[src/rtl/tape_cell_ctrl_if.sv]
// Command and data-memory bundle for the BeeF tape-cell controller.
// slave: the controller side; master: control unit plus data memory.
interface tape_cell_ctrl_if #(
  parameter int unsigned PTR_W  = 8,
  parameter int unsigned DATA_W = 8
);
  logic              cmd_valid_i;
  logic              cmd_ready_o;
  logic [2:0]        cmd_op_i;
  logic [7:0]        cmd_arg_i;
  logic [PTR_W-1:0]  mem_addr_o;
  logic              mem_rd_en_o;
  logic [DATA_W-1:0] mem_rdata_i;
  logic              mem_wr_en_o;
  logic [DATA_W-1:0] mem_wdata_o;
  logic [PTR_W-1:0]  ptr_o;
  logic [DATA_W-1:0] cell_o;
  logic              cell_valid_o;
  logic              zero_o;

  modport slave (
    input  cmd_valid_i, cmd_op_i, cmd_arg_i, mem_rdata_i,
    output cmd_ready_o, mem_addr_o, mem_rd_en_o, mem_wr_en_o, mem_wdata_o,
           ptr_o, cell_o, cell_valid_o, zero_o
  );

  modport master (
    output cmd_valid_i, cmd_op_i, cmd_arg_i, mem_rdata_i,
    input  cmd_ready_o, mem_addr_o, mem_rd_en_o, mem_wr_en_o, mem_wdata_o,
           ptr_o, cell_o, cell_valid_o, zero_o
  );
endinterface

[src/rtl/tape_cell_ctrl.sv]
// Read-modify-write sequencer for the BeeF data tape: owns the data pointer,
// caches the current cell and issues single-port memory reads/writes.
module tape_cell_ctrl #(
  parameter int unsigned PTR_W  = 8,
  parameter int unsigned DATA_W = 8
) (
  input  logic            clk,
  input  logic            reset,
  tape_cell_ctrl_if.slave bus
);

  localparam logic [2:0] OP_INC   = 3'd0;
  localparam logic [2:0] OP_DEC   = 3'd1;
  localparam logic [2:0] OP_LEFT  = 3'd2;
  localparam logic [2:0] OP_RIGHT = 3'd3;
  localparam logic [2:0] OP_SET   = 3'd4;
  localparam logic [2:0] OP_PEEK  = 3'd5;

  typedef enum logic [1:0] {S_IDLE, S_RD, S_WAIT, S_WR} state_e;

  state_e            state_q;
  logic [PTR_W-1:0]  ptr_q;
  logic [DATA_W-1:0] cell_q;
  logic              cell_valid_q;
  logic              ready_q;
  logic              rd_en_q;
  logic              wr_en_q;
  logic [2:0]        op_q;
  logic [7:0]        arg_q;

  function automatic logic [DATA_W-1:0] apply_arith(input logic [DATA_W-1:0] base,
                                                    input logic [2:0]        op,
                                                    input logic [7:0]        cnt);
    apply_arith = (op == OP_DEC) ? base - DATA_W'(cnt) : base + DATA_W'(cnt);
  endfunction

  // Strobes and ready are registered alongside the state they describe.
  always_ff @(posedge clk) begin
    if (reset) begin
      state_q      <= S_IDLE;
      ptr_q        <= '0;
      cell_q       <= '0;
      cell_valid_q <= 1'b0;
      ready_q      <= 1'b1;
      rd_en_q      <= 1'b0;
      wr_en_q      <= 1'b0;
      op_q         <= 3'd7;
      arg_q        <= '0;
    end else begin
      rd_en_q <= 1'b0;
      wr_en_q <= 1'b0;
      unique case (state_q)
        S_IDLE: begin
          if (bus.cmd_valid_i) begin
            op_q  <= bus.cmd_op_i;
            arg_q <= bus.cmd_arg_i;
            case (bus.cmd_op_i)
              OP_INC, OP_DEC: begin
                if (bus.cmd_arg_i != 8'd0) begin
                  ready_q <= 1'b0;
                  if (cell_valid_q) begin
                    cell_q  <= apply_arith(cell_q, bus.cmd_op_i, bus.cmd_arg_i);
                    wr_en_q <= 1'b1;
                    state_q <= S_WR;
                  end else begin
                    rd_en_q <= 1'b1;
                    state_q <= S_RD;
                  end
                end
              end
              OP_LEFT, OP_RIGHT: begin
                if (bus.cmd_arg_i != 8'd0) begin
                  ptr_q        <= (bus.cmd_op_i == OP_LEFT) ? ptr_q - PTR_W'(bus.cmd_arg_i)
                                                            : ptr_q + PTR_W'(bus.cmd_arg_i);
                  cell_valid_q <= 1'b0;
                end
              end
              OP_SET: begin
                cell_q       <= DATA_W'(bus.cmd_arg_i);
                cell_valid_q <= 1'b1;
                ready_q      <= 1'b0;
                wr_en_q      <= 1'b1;
                state_q      <= S_WR;
              end
              OP_PEEK: begin
                if (!cell_valid_q) begin
                  ready_q <= 1'b0;
                  rd_en_q <= 1'b1;
                  state_q <= S_RD;
                end
              end
              default: ;
            endcase
          end
        end
        S_RD: begin
          state_q <= S_WAIT;
        end
        S_WAIT: begin
          cell_valid_q <= 1'b1;
          if (op_q == OP_PEEK) begin
            cell_q  <= bus.mem_rdata_i;
            ready_q <= 1'b1;
            state_q <= S_IDLE;
          end else begin
            cell_q  <= apply_arith(bus.mem_rdata_i, op_q, arg_q);
            wr_en_q <= 1'b1;
            state_q <= S_WR;
          end
        end
        S_WR: begin
          ready_q <= 1'b1;
          state_q <= S_IDLE;
        end
        default: state_q <= S_IDLE;
      endcase
    end
  end

  assign bus.cmd_ready_o  = ready_q;
  assign bus.mem_addr_o   = ptr_q;
  assign bus.mem_rd_en_o  = rd_en_q;
  assign bus.mem_wr_en_o  = wr_en_q;
  assign bus.mem_wdata_o  = cell_q;
  assign bus.ptr_o        = ptr_q;
  assign bus.cell_o       = cell_q;
  assign bus.cell_valid_o = cell_valid_q;
  assign bus.zero_o       = cell_valid_q && (cell_q == '0);

endmodule

[src/flat_wrapper.sv]
// flat-port wrapper written by rule: the top's interface ports become plain ports
module tape_cell_ctrl_flat 
#(
  parameter int unsigned PTR_W  = 8,
  parameter int unsigned DATA_W = 8
)
  (clk, reset, bus_cmd_valid_i, bus_cmd_op_i, bus_cmd_arg_i, bus_mem_rdata_i, bus_cmd_ready_o, bus_mem_addr_o, bus_mem_rd_en_o, bus_mem_wr_en_o, bus_mem_wdata_o, bus_ptr_o, bus_cell_o, bus_cell_valid_o, bus_zero_o);
  tape_cell_ctrl_if #(.PTR_W(PTR_W), .DATA_W(DATA_W)) bus_i ();
  input  logic clk;
  input  logic reset;
  input wire logic [$bits(bus_i.cmd_valid_i)-1:0] bus_cmd_valid_i;
  input wire logic [$bits(bus_i.cmd_op_i)-1:0] bus_cmd_op_i;
  input wire logic [$bits(bus_i.cmd_arg_i)-1:0] bus_cmd_arg_i;
  input wire logic [$bits(bus_i.mem_rdata_i)-1:0] bus_mem_rdata_i;
  output wire logic [$bits(bus_i.cmd_ready_o)-1:0] bus_cmd_ready_o;
  output wire logic [$bits(bus_i.mem_addr_o)-1:0] bus_mem_addr_o;
  output wire logic [$bits(bus_i.mem_rd_en_o)-1:0] bus_mem_rd_en_o;
  output wire logic [$bits(bus_i.mem_wr_en_o)-1:0] bus_mem_wr_en_o;
  output wire logic [$bits(bus_i.mem_wdata_o)-1:0] bus_mem_wdata_o;
  output wire logic [$bits(bus_i.ptr_o)-1:0] bus_ptr_o;
  output wire logic [$bits(bus_i.cell_o)-1:0] bus_cell_o;
  output wire logic [$bits(bus_i.cell_valid_o)-1:0] bus_cell_valid_o;
  output wire logic [$bits(bus_i.zero_o)-1:0] bus_zero_o;
  assign bus_i.cmd_valid_i = bus_cmd_valid_i;
  assign bus_i.cmd_op_i = bus_cmd_op_i;
  assign bus_i.cmd_arg_i = bus_cmd_arg_i;
  assign bus_i.mem_rdata_i = bus_mem_rdata_i;
  assign bus_cmd_ready_o = bus_i.cmd_ready_o;
  assign bus_mem_addr_o = bus_i.mem_addr_o;
  assign bus_mem_rd_en_o = bus_i.mem_rd_en_o;
  assign bus_mem_wr_en_o = bus_i.mem_wr_en_o;
  assign bus_mem_wdata_o = bus_i.mem_wdata_o;
  assign bus_ptr_o = bus_i.ptr_o;
  assign bus_cell_o = bus_i.cell_o;
  assign bus_cell_valid_o = bus_i.cell_valid_o;
  assign bus_zero_o = bus_i.zero_o;
  tape_cell_ctrl #(.PTR_W(PTR_W), .DATA_W(DATA_W)) u_core (.clk(clk), .reset(reset), .bus(bus_i));
endmodule
[config.mk]
export PLATFORM = sky130hd
export DESIGN_NAME = tape_cell_ctrl_flat
export DESIGN_NICKNAME = d
export VERILOG_FILES = /design/src/rtl/tape_cell_ctrl_if.sv /design/src/rtl/tape_cell_ctrl.sv /design/src/flat_wrapper.sv
export SDC_FILE = /design/constraint.sdc
export NUM_CORES = 1
export LEC_CHECK = 0
export CAP_MARGIN = 15
export CORE_MARGIN = 4
export CORE_UTILIZATION = 50
export DETAILED_ROUTE_END_ITERATION = 8
export PLACE_DENSITY = 0.8
export SLEW_MARGIN = 5
export SYNTH_ARGS = -nofsm -noshare
export SYNTH_HDL_FRONTEND = slang
export SYNTH_SLANG_ARGS = --single-unit
[constraint.sdc]
create_clock -name clk -period 3 [get_ports clk]
set_clock_uncertainty 0.15 [all_clocks]
set_input_delay 0.3 -clock clk [delete_from_list [all_inputs] [get_ports clk]]
set_output_delay 0.3 -clock clk [all_outputs]
set_load 0.02 [all_outputs]
== Word level (Yosys, flattened, before mapping) ==
Cells that the tools add are included.

* $add $sub $neg: 6
* Eq/ne operators: 19
* Mux-type cells: 34
* Bitwise operators: 2
* Reduce and logical (&&, ||, !) cells: 16

{| class="wikitable"
|+ Operators by type and width
! operator !! number
|-
| 8-bit two-way mux || 7
|-
| 8-bit case mux with 2 select lines || 2
|-
| 8-bit adder || 3
|-
| 8-bit subtractor || 3
|-
| 4-bit AND reduction || 3
|-
| 1-bit two-way mux || 11
|-
| 2-bit two-way mux || 5
|-
| 1-bit case mux with 2 select lines || 5
|-
| 3-bit == test, second input constant || 3
|-
| 3-bit by 2-bit inequality test with 1-bit output, second input constant || 3
|-
| 3-bit inequality test, second input constant || 3
|-
| 8-bit logical NOT || 1
|-
| 2-bit case mux with 4 select lines || 1
|-
| 8-bit nonzero test || 1
|-
| 3-bit by 1-bit == test with 1-bit output, second input constant || 2
|-
| 3-bit by 2-bit == test with 1-bit output, second input constant || 2
|-
| 1-bit case mux with 3 select lines || 2
|-
| 2-bit case mux with 3 select lines || 1
|-
| 6-bit AND reduction || 1
|-
| 5-bit AND reduction || 1
|-
| 2-bit == test, second input constant || 2
|-
| 4-bit inequality test, second input constant || 1
|-
| 2-bit OR reduction || 2
|-
| 3-bit logical NOT || 1
|-
| other kinds (10) || 11
|}

* Flip-flop bits (word level): 33
* Input bits: 22
* Output and inout port bits: 37

== Longest topological paths before layout ==
* Depth after elaboration: 7
* Mapped depth: 12
* Depth with buffers taken out: 11

== Least setup slack after synthesis ==
OpenSTA, ideal clock, no wires.

* Kind: in2reg
* From: in bus_cmd_arg_i[2]
* To: reg u_core.ptr_q[7], in the netlist u_core.bus.mem_addr_o[7]
* Arrival: 2415 ps
* Required time: 2734 ps
* Path slack: 319 ps
* Cell stages on the path: 12
* Path buffers: 1
* Cells stage by stage: clkbuf_2 -> nor2_2 -> nor4b_1 -> nor2_1 -> xnor2_1 -> ha_1 -> or2_2 -> a21oi_1 -> a31oi_1 -> xnor2_1 -> a21oi_1 -> a31o_2

* Cells in the longest elaborated chain, start to end: 2
* Elaborated cells between the ends (all ways): 5

{| class="wikitable"
|+ Ends and longest elaborated chain
! element !! RTL line !! source
|-
| start: declaration || flat_wrapper.sv:13 || <nowiki>input wire logic [$bits(bus_i.cmd_arg_i)-1:0] bus_cmd_arg_i;</nowiki>
|-
| 8-bit adder (tied with other cells) || tape_cell_ctrl.sv:74 || <nowiki>: ptr_q + PTR_W'(bus.cmd_arg_i);</nowiki>
|-
| 8-bit two-way mux / 4-bit AND reduction (equally long branches) || - ||
|-
| end signal: assignment || tape_cell_ctrl.sv:73 || <nowiki>ptr_q <= (bus.cmd_op_i == OP_LEFT) ? ptr_q - PTR_W'(bus.cmd_arg_i)</nowiki>
|-
| end: declaration || tape_cell_ctrl.sv:22 || <nowiki>logic [PTR_W-1:0] ptr_q;</nowiki>
|}

Several ways; a longest one is shown, not always the timed one.
A chain may end at the register's enable or synchronous reset.

== Final worst setup path ==
* From: in bus_cmd_arg_i[1]
* To: reg u_core.cell_q[6], in the netlist u_core.bus.cell_o[6]

* Cells in the longest elaborated chain, start to end: 7
* Elaborated cells between the ends (all ways): 11

{| class="wikitable"
|+ Ends and longest elaborated chain
! element !! RTL line !! source
|-
| 8-bit adder / 8-bit subtractor (equally long branches) || tape_cell_ctrl.sv:34 || <nowiki>apply_arith = (op == OP_DEC) ? base - DATA_W'(cnt) : base + DATA_W'(cnt);</nowiki>
|-
| 8-bit two-way mux || tape_cell_ctrl.sv:34 ||
|-
| 8-bit two-way mux || tape_cell_ctrl.sv:61 || <nowiki>if (cell_valid_q) begin</nowiki>
|-
| 8-bit two-way mux || tape_cell_ctrl.sv:59 || <nowiki>if (bus.cmd_arg_i != 8'd0) begin</nowiki>
|-
| 8-bit case mux with 2 select lines || tape_cell_ctrl.sv:57 || <nowiki>case (bus.cmd_op_i)</nowiki>
|-
| 8-bit two-way mux || tape_cell_ctrl.sv:54 || <nowiki>if (bus.cmd_valid_i) begin</nowiki>
|-
| 8-bit case mux with 2 select lines || tape_cell_ctrl.sv:52 || <nowiki>unique case (state_q)</nowiki>
|-
| end signal: assignment || tape_cell_ctrl.sv:62 || <nowiki>cell_q <= apply_arith(cell_q, bus.cmd_op_i, bus.cmd_arg_i);</nowiki>
|-
| end signal: assignment || tape_cell_ctrl.sv:79 || <nowiki>cell_q <= DATA_W'(bus.cmd_arg_i);</nowiki>
|-
| end signal: assignment || tape_cell_ctrl.sv:102 || <nowiki>cell_q <= bus.mem_rdata_i;</nowiki>
|-
| end: declaration || tape_cell_ctrl.sv:23 || <nowiki>logic [DATA_W-1:0] cell_q;</nowiki>
|}

Several ways; a longest one is shown, not always the timed one. The select of a mux whose other input is x is not followed.

==> out/qor.csv <==
stage,metric,value,unit
run_status,outcome,completed,
logic_synthesis,synth_nets,439,
global_route,grt_pass1_wl,14400,um
layout,n_antenna_cell,0,
global_route,grt_util_all_layers,24.1,%
routing,vias_per_cell,5.77,
floorplanning,rows,28,
setup_path,cp_top_family,buffers and inverters,
logic_synthesis,synthCells,391,
layout,fill_cells,512,
floorplanning,start_util,51.3,%
clock_network,clk_pin_slew,0.08,ns
layout,fin_util,67.2,%
logic_synthesis,synth_top_area_share,21.8,%
routing,drtIter0Drc,222,
timing,worstMarginPinSlew,0.464,ns
timing,period_needed,2.84,ns
routing,antenna_left,0,
timing,fin_tns_setup,0,ns
timing,slew_viol_final,0,
routing,drc,0,
timing,max-slew-margin-rel,68.3,%
hold_path,hold_class,reg -> reg,
place,port_buffers,58,
setup_path,r2r_slack,0.20,ns
setup_path,cp_slowest_cell,clkdlybuf4s50_1,
pwr,ir_drop,282,uV
floorplanning,ios,59,
layout,final_nets,515,
routing,wl_per_cell,15.9,um
setup_path,crit_chain,clkdlybuf4s50_1 > inv_1 > ha_1 > mux2i_1 > buf_4 > fa_2 > a21oi_2 > o21ai_0 > and3_1 > a2111oi_1 > buf_4 > o21ai_0 > a31oi_1,
clock_network,cts_hold_buf,0,
place,place_hpwl,6800,um
logic_synthesis,yosysUniqueCellTypes,60,
logic_synthesis,synth-edff-count,0,
logic_synthesis,synth_area_leaders,"dfxtp_1 (22%), ha_1 (9.5%), xnor2_1 (7.5%), a21oi_1 (5.8%), nor2_1 (5.4%)",
setup_path,path_buf_inv,4,
logic_synthesis,avgSynthCellArea,7.76,um2
floorplanning,die_height,85.9,um
routing,dr_total_vias,3134,
logic_synthesis,syn_area,0.00304,mm2
layout,drive_above_1_share,16.2,%
place,place_ws,-0.215,ns
routing,first_pass_iters,5,
clock_network,clock_tree.htree_level_count,2,
clock_network,cts-root-buf,clkbuf_8,
clock_network,clkSinkCount,33,
layout,fin_area,0.00398,mm2
global_route,antenna_found_initial,0,
pwr,power_density,465,mW/mm2
floorplanning,core,0.00592,mm2
logic_synthesis,synth_async_sr_flop_share,0,%
layout,area_growth,31.1,%
clock_network,cts_inserted_buffers,5,
floorplanning,dieArea,0.00738,mm2
floorplanning,die_x,85.9,um
global_route,grt_pass1_vias,3049,
setup_path,startpoint_type,primary input,
logic_synthesis,synth_top_area_cell,dfxtp_1,
pwr,leakagePower,1.57,nW
setup_path,crit_type,in -> reg,
place,place_area,0.00382,mm2
logic_synthesis,ys.flop_type,dfxtp_1,
clock_network,cts_tree,done,
timing,finalHoldViolCount,0,
clock_network,clock_path_buffers,2,
timing,post-route-period-util,94.8,%
global_route,grt_max_degree,25,
logic_synthesis,ys_seq_elements,33,
setup_path,max_stage_delay,0.49,ns
setup_path,crit_path_max_fanout,2,
flow_run,maxCapViolations,0,
setup_path,crit_required,3.07,ns
timing,setup_viol,0,
logic_synthesis,yosysSeqAreaShare,21.8,%
setup_path,critPathCaptureType,flip-flop,
clock_network,clk-insertion-delay-late,0.29,ns
place,place.gp.congestion,0.937,
timing,setup_ws,0.157,ns
global_route,grt_overflow,0,
logic_synthesis,yosysWarnings,0,
timing,fmax,0.352,GHz
routing,wirelength,8650,um
setup_path,arrival,2.91,ns
-- layer usage --
layer / vias up / part of all wire [%] / GRT usage (%)
li1: 1522 / - / -
met3: 19 / 6.3 / 3.65
met1: 1468 / 43 / 30.2
met5: - / 0 / 0
met4: 0 / 2.2 / 6.33
met2: 125 / 48 / 42.7
-- report_power, final --
part           internal, mW  total, mW  leakage (nW)  switching (mW)
Sequential            0.482      0.543         0.270          0.0612
Combinational         0.467      0.958          1.27           0.491
Clock                 0.163      0.350        0.0364           0.187
Total                  1.11       1.85          1.57           0.739
-- through the flow --
stage | std cells | hold WS, ns | power, mW
after detailed placement | 534 | 0.312 | 1.48
after global placement | 534 | 0.311 | 1.45
final | 543 | 0.320 | 1.85
after global routing | 543 | 0.349 | 1.98
after floorplan | 391 | 0.286 | 1.17
after CTS | 542 | 0.322 | 1.83
-- path summary, 6_finish.rpt --
path	from	to	depth (start not counted)
hold reg to reg	u_core.arg_q[7]$_SDFFE_PP0P_	u_core.arg_q[7]$_SDFFE_PP0P_	2
hold / removal	u_core.arg_q[7]$_SDFFE_PP0P_	u_core.arg_q[7]$_SDFFE_PP0P_	2
setup reg to reg	u_core.arg_q[0]$_SDFFE_PP0P_	u_core.bus.cell_o[7]$_SDFFE_PP0P_	10
setup / recovery	bus_cmd_arg_i[1]	u_core.bus.cell_o[6]$_SDFFE_PP0P_	13
-- cells in the mapped netlist, drive strengths merged (2+ instances only) --
library cell   n
a2111oi        3
a211o          2
a211oi         9
a21o           4
a21oi         37
a311oi         4
a31oi          5
and2           3
and3           4
buf           24
clkbuf        11
dfxtp         33
fa             3
ha            23
inv           16
mux2i         10
nand2         40
nand2b         5
nand3          7
nand3b         8
nor2          45
nor2b          3
nor3          13
nor3b          4
nor4           2
nor4b          2
o211ai         3
o21a           6
o21ai         11
o21bai         2
or3            2
xnor2         26
xor2           3
-- cell type report --
| cell class | instances | area (um2) | share of cell area, % |
|---|---|---|---|
| Timing Repair Buffer | 104 | 932 | 23.4 |
| Multi-Input combinational cell | 307 | 2140 | 53.8 |
| Sequential cell | 33 | 661 | 16.6 |
| Clock buffer | 5 | 68.8 | 1.73 |
| Tap cell | 75 | 93.8 | 2.36 |
| Inverter | 16 | 60.1 | 1.51 |
| Clock inverter | 3 | 22.5 | 0.566 |
-- worst register-to-register path: cells and delay by family (launching register included) --
family,cells,cell delay (ns)
xor gates and xnor gates,1,0.18
DFF,1,0.43
and+or+nand+nor,1,0.14
muxes,1,0.23
AOI/OAI and AO/OA,4,0.86
adders and majority gates,2,0.59
buffers and inverters,1,0.10
-- logic make-up after synthesis --
logic type	count (synthesis)	share of synthesized area, %
xor gates and xnor gates	29	8.37
and+or+nand+nor	145	24.4
buffers and inverters	51	9.32
AOI/OAI and AO/OA	97	21.4
adders and majority gates	26	11.5
muxes	10	3.30
DFF	33	21.8
-- placed cells by master (no fill, tap or decap), types with 7 or more instances in the layout --
master | synthesis | layout
ha_1 | 23 | 23
nand3_1 | 7 | 7
clkdlybuf4s50_1 | 0 | 57
a211oi_1 | 9 | 9
nor2_1 | 44 | 44
mux2i_1 | 10 | 9
a21oi_1 | 35 | 32
o21ai_0 | 11 | 11
dfxtp_1 | 33 | 33
inv_1 | 16 | 16
nor3_1 | 12 | 11
xnor2_1 | 26 | 26
nand3b_1 | 8 | 8
nand2_1 | 40 | 40
buf_4 | 17 | 45
-- repair_timing --
item | in CTS | in global routing
setup endpoints to repair | 0 | 5
resized for setup | 0 | 13
buffers inserted | 0 | 1
-- state kept, by name, indices dropped and copies added, names as in the netlist --
signal	count
u_core.bus.mem_wr_en_o	1
u_core.op_q	3
u_core.bus.cmd_ready_o	1
u_core.arg_q	8
u_core.bus.cell_o	8
u_core.state_q	2
u_core.bus.cell_valid_o	1
u_core.bus.mem_rd_en_o	1
u_core.bus.mem_addr_o	8
Note: power is estimated with default switching activity, not from simulation.
